<file path="src/rtl/mem_req_ctrl.sv">
// Memory-stage request generator: latches one load/store from EX, drives the
// data cache request handshake, and returns aligned/extended load data to writeback.
module mem_req_ctrl #(
   parameter int unsigned TAG_W    = 20,
   parameter int unsigned INDEX_W  = 7,
   parameter int unsigned OFFSET_W = 5
) (
   input  logic                clk,
   input  logic                reset,
   input  logic                ex_valid,
   input  logic                ex_load,
   input  logic                ex_store,
   input  logic [2:0]          ex_type,
   input  logic [31:0]         ex_addr,
   input  logic [31:0]         ex_wdata,
   input  logic                ex_cached,
   input  logic                ex_cancel,
   output logic                ex_ready,
   output logic                ex_ale,
   input  logic                flush,
   output logic                data_req,
   output logic [1:0]          data_size,
   output logic                data_op,
   output logic [TAG_W-1:0]    data_tag,
   output logic [INDEX_W-1:0]  data_index,
   output logic [OFFSET_W-1:0] data_offset,
   output logic [3:0]          data_wstrb,
   output logic [31:0]         data_wdata,
   output logic                data_cache,
   input  logic                data_addr_ok,
   input  logic                data_data_ok,
   input  logic [31:0]         data_rdata,
   output logic                resp_valid,
   input  logic                resp_ready,
   output logic [31:0]         resp_rdata
);

   typedef enum logic [1:0] {StIdle, StReq, StWait, StResp} state_e;

   state_e      state_q, state_d;
   logic [31:0] addr_q;
   logic [2:0]  type_q;
   logic        op_q;
   logic [1:0]  size_q;
   logic [3:0]  wstrb_q;
   logic [31:0] wdata_q;
   logic        cache_q;
   logic        cancel_q, cancel_d;
   logic [31:0] resp_rdata_q;
   logic        resp_load;

   logic        is_mem;
   logic        accept;
   logic [1:0]  ex_size;
   logic [3:0]  ex_wstrb;
   logic [31:0] ex_wdata_rep;
   logic [31:0] shifted;
   logic [31:0] load_data;

   assign is_mem = ex_valid & (ex_load | ex_store);

   always_comb begin
      ex_ale = 1'b0;
      if (is_mem) begin
         if (ex_type[1:0] == 2'b01)      ex_ale = ex_addr[0];
         else if (ex_type[1:0] == 2'b10) ex_ale = |ex_addr[1:0];
      end
   end

   assign ex_ready = (state_q == StIdle);
   assign accept   = ex_ready & is_mem & ~ex_cancel & ~ex_ale & ~flush;

   always_comb begin
      ex_size      = 2'd2;
      ex_wstrb     = 4'b1111;
      ex_wdata_rep = ex_wdata;
      case (ex_type[1:0])
         2'b00: begin
            ex_size      = 2'd0;
            ex_wstrb     = 4'b0001 << ex_addr[1:0];
            ex_wdata_rep = {4{ex_wdata[7:0]}};
         end
         2'b01: begin
            ex_size      = 2'd1;
            ex_wstrb     = ex_addr[1] ? 4'b1100 : 4'b0011;
            ex_wdata_rep = {2{ex_wdata[15:0]}};
         end
         default: ;
      endcase
      if (!ex_store) ex_wstrb = 4'b0000;
   end

   assign shifted = data_rdata >> {addr_q[1:0], 3'b000};

   always_comb begin
      load_data = shifted;
      case (type_q)
         3'b000:  load_data = {{24{shifted[7]}}, shifted[7:0]};
         3'b001:  load_data = {{16{shifted[15]}}, shifted[15:0]};
         3'b100:  load_data = {24'd0, shifted[7:0]};
         3'b101:  load_data = {16'd0, shifted[15:0]};
         default: load_data = shifted;
      endcase
      if (op_q) load_data = 32'd0;
   end

   // A flush may not withdraw a visible request; it only marks the result for discard.
   always_comb begin
      state_d   = state_q;
      cancel_d  = cancel_q;
      resp_load = 1'b0;
      data_req  = 1'b0;
      resp_valid = 1'b0;
      unique case (state_q)
         StIdle: begin
            cancel_d = 1'b0;
            if (accept) state_d = StReq;
         end
         StReq: begin
            data_req = 1'b1;
            if (flush) cancel_d = 1'b1;
            if (data_addr_ok) state_d = StWait;
         end
         StWait: begin
            if (flush) cancel_d = 1'b1;
            if (data_data_ok) begin
               if (cancel_q || flush) begin
                  cancel_d = 1'b0;
                  state_d  = StIdle;
               end else begin
                  resp_load = 1'b1;
                  state_d   = StResp;
               end
            end
         end
         StResp: begin
            resp_valid = 1'b1;
            if (flush || resp_ready) state_d = StIdle;
         end
         default: state_d = StIdle;
      endcase
   end

   always_ff @(posedge clk) begin
      if (reset) begin
         state_q      <= StIdle;
         addr_q       <= 32'd0;
         type_q       <= 3'd0;
         op_q         <= 1'b0;
         size_q       <= 2'd0;
         wstrb_q      <= 4'd0;
         wdata_q      <= 32'd0;
         cache_q      <= 1'b0;
         cancel_q     <= 1'b0;
         resp_rdata_q <= 32'd0;
      end else begin
         state_q  <= state_d;
         cancel_q <= cancel_d;
         if (accept) begin
            addr_q  <= ex_addr;
            type_q  <= ex_type;
            op_q    <= ex_store;
            size_q  <= ex_size;
            wstrb_q <= ex_wstrb;
            wdata_q <= ex_wdata_rep;
            cache_q <= ex_cached;
         end
         if (resp_load) resp_rdata_q <= load_data;
      end
   end

   assign data_size   = size_q;
   assign data_op     = op_q;
   assign data_tag    = addr_q[31:INDEX_W+OFFSET_W];
   assign data_index  = addr_q[INDEX_W+OFFSET_W-1:OFFSET_W];
   assign data_offset = addr_q[OFFSET_W-1:0];
   assign data_wstrb  = wstrb_q;
   assign data_wdata  = wdata_q;
   assign data_cache  = cache_q;
   assign resp_rdata  = resp_rdata_q;

endmodule
</file>
<file path="config.mk">
export PLATFORM = sky130hd
export DESIGN_NAME = mem_req_ctrl
export DESIGN_NICKNAME = d
export VERILOG_FILES = /design/src/rtl/mem_req_ctrl.sv
export SDC_FILE = /design/constraint.sdc
export NUM_CORES = 1
export LEC_CHECK = 0
export ABC_CLOCK_PERIOD_IN_PS = 4100
export BUFFER_PORTS_ARGS = -buffer_cell sky130_fd_sc_hd__buf_2
export CAP_MARGIN = 10
export CELL_PAD_IN_SITES_DETAIL_PLACEMENT = 2
export CELL_PAD_IN_SITES_GLOBAL_PLACEMENT = 2
export CORE_UTILIZATION = 27
export CTS_CLUSTER_DIAMETER = 50
export DETAILED_ROUTE_END_ITERATION = 6
export PLACE_DENSITY = 0.9
export SLEW_MARGIN = 20
export SYNTH_ARGS = -nofsm -noshare
export SYNTH_HDL_FRONTEND = slang
export SYNTH_SLANG_ARGS = --single-unit
</file>
<file path="constraint.sdc">
create_clock -name clk -period 4.1 [get_ports clk]
set_input_delay 0.82 -clock clk [delete_from_list [all_inputs] [get_ports clk]]
set_output_delay 0.82 -clock clk [all_outputs]
set_load 0.01 [all_outputs]
</file>
==> After elaboration in Yosys (flattened, before gate mapping) <==
Index checks and enable logic that the tools add are counted.
{ "word_totals": {"regBits": 110} }
{ "classes": {"muxes": 25, "n_reduce_logical": 8, "n_shift": 2, "bitwise": 9, "eq_ne": 12} }
{ "op_table": {"columns": ["op", "n"], "rows": [
  ["32-bit case mux with 4 select lines", 1],
  ["32-bit case mux with 2 select lines", 1],
  ["32-bit 2-to-1 mux", 1],
  ["32-bit by 5-bit right shift with 32-bit output", 1],
  ["1-bit 2-to-1 mux", 11],
  ["2-bit 2-to-1 mux", 5],
  ["4-bit 2-to-1 mux", 2],
  ["2-bit case mux with 4 select lines", 1],
  ["4-bit case mux with 2 select lines", 1],
  ["2-bit == test, second input constant", 3],
  ["3-bit == test, second input constant", 2],
  ["2-bit != test, second input constant", 3],
  ["1-bit AND", 5],
  ["2-bit by 1-bit == test with 1-bit output, second input constant", 2],
  ["2-bit zero test", 2],
  ["2-bit case mux with 2 select lines", 1],
  ["4-bit AND reduction", 1],
  ["1-bit by 2-bit << shifter with 4-bit output, first input constant", 1],
  ["3-bit by 1-bit == test with 1-bit output, second input constant", 1],
  ["3-bit zero test", 1],
  ["1-bit NOT", 3],
  ["1-bit case mux with 3 select lines", 1],
  ["3-bit nonzero test", 1],
  ["1-bit logical OR", 2],
  ["3 further kinds", 3]
]} }

==> Logic depth before layout (Yosys ltp) <==
{ "logic_depth": {"word_depth": 9, "ltp_mapped": 8} }

==> Worst setup path before layout <==
Ideal clock, no wire load.
{ "synth_path": {"path_type": "input to register", "startpoint": "input port ex_type[0]", "endpoint": "register state_q[0]", "setup_time_ns": 0.134, "n_path_buf": 2, "t_arrival_ns": 2.119, "path_slack_ns": 1.848, "path_stages": 7, "required_time_ns": 3.966, "path_cell_list": "nor2b_1 > o2bb2ai_1 > or4_1 > clkbuf_1 > buf_2 > a21oi_1 > a211oi_1"} }
{ "synth_via": {"elab_chain_cells": 9, "elab_cells_between_ends": 10, "classes_between": "3 x eq/ne; 3 x mux; 3 x bitwise; 1 x reduce/logical"} }
{ "synth_rtl": {"columns": ["element", "line_no", "source"], "rows": [
  ["start: declaration", "13", "input logic [2:0] ex_type,"],
  ["2-bit == test", "66", "else if (ex_type[1:0] == 2'b10) ex_ale = |ex_addr[1:0];"],
  ["1-bit 2-to-1 mux", "66", null],
  ["1-bit 2-to-1 mux (*)", "65", "if (ex_type[1:0] == 2'b01) ex_ale = ex_addr[0];"],
  ["1-bit 2-to-1 mux (*)", "64", "if (is_mem) begin"],
  ["1-bit NOT (*)", "71", "assign accept = ex_ready & is_mem & ~ex_cancel & ~ex_ale & ~flush;"],
  ["1-bit AND (*) (2 in a row)", "71", null],
  ["2-bit by 1-bit != test with 1-bit output (no source line) (*)", null, null],
  ["4-bit AND reduction (no source line) (*)", null, null],
  ["end signal: assignment", "146", "state_q <= StIdle;"],
  ["end signal: assignment", "157", "state_q <= state_d;"],
  ["end: declaration", "40", "state_e state_q, state_d;"]
]} }
Every way passes the cells marked *; elsewhere a longest branch is shown, timed or not.
A chain may end at the register's enable or synchronous reset.

==> Worst setup path in the final report <==
{ "layout_path": {"startpoint": "input port ex_type[0]", "endpoint": "output port ex_ale"} }
{ "layout_via": {"elab_chain_cells": 4, "elab_cells_between_ends": 5, "classes_between": "2 x eq/ne; 3 x mux"} }
{ "layout_rtl": {"columns": ["element", "line_no", "source"], "rows": [
  ["2-bit == test", "66", null],
  ["1-bit 2-to-1 mux", "66", null],
  ["1-bit 2-to-1 mux (*)", "65", null],
  ["1-bit 2-to-1 mux (*)", "64", null],
  ["end: declaration", "19", "output logic ex_ale,"]
]} }
Marked as above.

==> out/metrics.csv <==
metric,value,unit
post-synthesis simple-gate area fraction,0.184,
setup TNS,0,ns
"Setup violations, final",0,
cell leakage power,2.79,nW
Synth Register Bits,110,
pin count of the biggest net entering global routing,78,
CP peak stage delay,0.40,ns
Root Buffer,clkbuf_16,
Num Clock Sinks,110,
Area Growth Syn to Fin,33.2,%
PD cells,383,nW/um^2
Required @ worst endpoint,3.28,ns
H-tree lvl count,3,
Post-CTS Setup Bufs,0,
crit path max fanout,22,
critical path's slowest cell,buf_2,
Cell variety after synth,38,
Least-Margin Pin Slew,0.814,ns
multi-input logic area,2420,um^2
CP Launch Type,input pin,
starting density of the core,0.278,
post_cts resized,0,
filler cell count,2038,
largest family of logic cells by synthesized area,compound AO/OA/AOI/OAI gates,
Post-Synth Adder-Cell Area,0.0156,
total track usage,0.205,
WL final,18800,um
Max Clock Skew,0.00804,ns
hold_buf cts,0,
Mapped Cells,595,
final number of hold-violating endpoints,0,
Reg area,2200,um^2
mux contribution to synthesized area,0.0734,
Chip Width,136,um
Yosys top cell area share,0.457,
Final Cycle Share,0.696,
clk_lat worst skew,0.35,ns
max-slew violation count,0,
Crit Path Class,input pin to output port,
Placeable Area,17400,um^2
worst path arrival time,2.03,ns
initial antenna violation count,4,
Placer Congestion,0.851,
placed insts,1003,
RSZ-0062 raised after global routing,no,
layout cells sized above 1,0.315,
total clock buffers created by CTS,9,
WL per Instance,18.4,um
sequential area share after synthesis,0.457,
GR Overflow Total,0,
input/output buffers,217,
Achievable Freq,350,MHz
complex-gate fraction of the synthesized area,0.229,
DR vias,5169,
CTS tree,yes,
first-pass GRT wire length,28900,um
largest cells by area after synthesis,"dfxtp_1, nand2_1, a21oi_1",
I/O pin count,218,
Nets,905,
R2R setup slack,1.77,ns
Worst setup EP type,output port,
Max IR drop VDD,0.000186,V
DR DRC count,0,
outcome,"complete, no violations",
number of global-route vias before repair,5443,
Netlist Area Pre-Place,4820,um^2
most common library cell in the layout ignoring fill and taps,buf_2,
CP Cell Sequence,"buf_2, nor2b_1, o2bb2ai_1, nor2b_1, buf_2",
Tmin final,2.85,ns
synthesized area per cell,8.11,um^2
Synth Net Count,711,
cell taking the most area after synthesis,dfxtp_1,
DR vias/cell,5.06,
Die Ht,136,um
Yosys warnings,0,
Slew headroom,0.457,
initial drt markers,237,
Routed Antenna Nets,0,
max-cap violations,0,
clock-pin slew on the worst setup and hold paths,0.07,ns
DP HPWL,13600,um
DR pass1 iterations,4,
DIE AREA,18400,um^2
FP Rows,48,
Finished Layout Cells,1021,
Hold Crit Class,register to register,
Clock Tree Buf Depth,2,
xor and xnor fraction of the mapped netlist area,0,
"commonest non-fill, non-tap cells in the layout","buf_2, nand2_1, dfxtp_1",
[cell type report]
| type | count | share of cell area |
|---|---|---|
| well taps | 225 | 0.0438 |
| repair buffers | 228 | 0.184 |
| flip-flops and latches | 110 | 0.343 |
| clock buffers | 10 | 0.0372 |
| multi-input cells | 432 | 0.377 |
| clock inverters | 5 | 0.00916 |
| diodes | 3 | 0.00117 |
| inverters | 8 | 0.00468 |
[registers in the layout, summed over array words and instances (netlist names)]
signal,count
cancel_q,1
data_wdata,32
data_op,1
resp_rdata,32
data_wstrb,4
type_q,3
data_size,2
addr_q,32
data_cache,1
state_q,2
[power by group]
part	total (W)	switching (W)	internal [W]
Combinational	0.000410	0.000251	0.000159
Clock	0.000909	0.000420	0.000489
Sequential	0.00114	0.0000288	0.00111
[cell usage after synthesis, drive strengths merged]
| master | n |
|---|---|
| ha | 6 |
| inv | 8 |
| buf | 8 |
| a32oi | 7 |
| a211oi | 11 |
| a211o | 7 |
| mux4 | 1 |
| or3 | 1 |
| o211ai | 3 |
| dfxtp | 110 |
| nand3b | 1 |
| clkbuf | 37 |
| nor2b | 11 |
| a32o | 7 |
| a21oi | 80 |
| mux2i | 32 |
| a221oi | 1 |
| nor3b | 1 |
| a311oi | 8 |
| o32ai | 1 |
| nor2 | 36 |
| o2111ai | 1 |
| mux2 | 1 |
| a22oi | 9 |
| nand2 | 142 |
| o2bb2ai | 1 |
| o21ai | 45 |
| nor4 | 2 |
| nand2b | 4 |
| or4 | 1 |
| nand3 | 1 |
| nor3 | 10 |
| a21o | 1 |
[logic make-up after synthesis]
| kind of cell | Yosys count |
|---|---|
| and+or+nand+nor | 210 |
| AOI/OAI and AO/OA | 182 |
| DFF | 110 |
| buffers and inverters | 53 |
| muxes | 34 |
| adders and majority gates | 6 |
[critical path: cells and delay by family]
family	cells	cell delay, ns
and+or+nand+nor	2	0.43
buffers and inverters	2	0.57
AOI/OAI and AO/OA	1	0.22
[routing by layer]
metal | track usage | up-vias | wire length [um]
met4 | 0.105 | 0 | 554
met3 | 0.0456 | 30 | 1140
met2 | 0.347 | 160 | 9070
li1 | - | 2463 | -
met1 | 0.242 | 2516 | 8040
met5 | 0 | - | 0
[through the flow]
stage | power, W | hold WS [ns] | instance area [um^2] | setup slack (ns) | utilization
after floorplan | 0.00139 | 0.463 | 4820 | 1.85 | -
after global placement | 0.00156 | 0.439 | 6120 | 1.19 | 0.352
after detailed placement | 0.00158 | 0.451 | 6120 | 1.09 | 0.352
after CTS | 0.00249 | 0.461 | 6410 | 1.24 | 0.370
after global routing | 0.00258 | 0.477 | 6420 | 1.17 | 0.370
final | 0.00246 | 0.456 | 6420 | 1.25 | 0.370
[path summary, 6_finish.rpt]
path                                      to                  startpoint  cells past startpoint
setup / recovery                      ex_ale                  ex_type[0]                      5
hold / removal    data_wstrb[1]$_SDFFE_PP0P_  data_wstrb[1]$_SDFFE_PP0P_                      2
setup reg to reg  data_wdata[5]$_SDFFE_PP0P_     state_q[0]$_SDFFE_PP0P_                      7
hold reg to reg   data_wstrb[1]$_SDFFE_PP0P_  data_wstrb[1]$_SDFFE_PP0P_                      2
No activity file was read; power rests on OpenSTA's default activity.
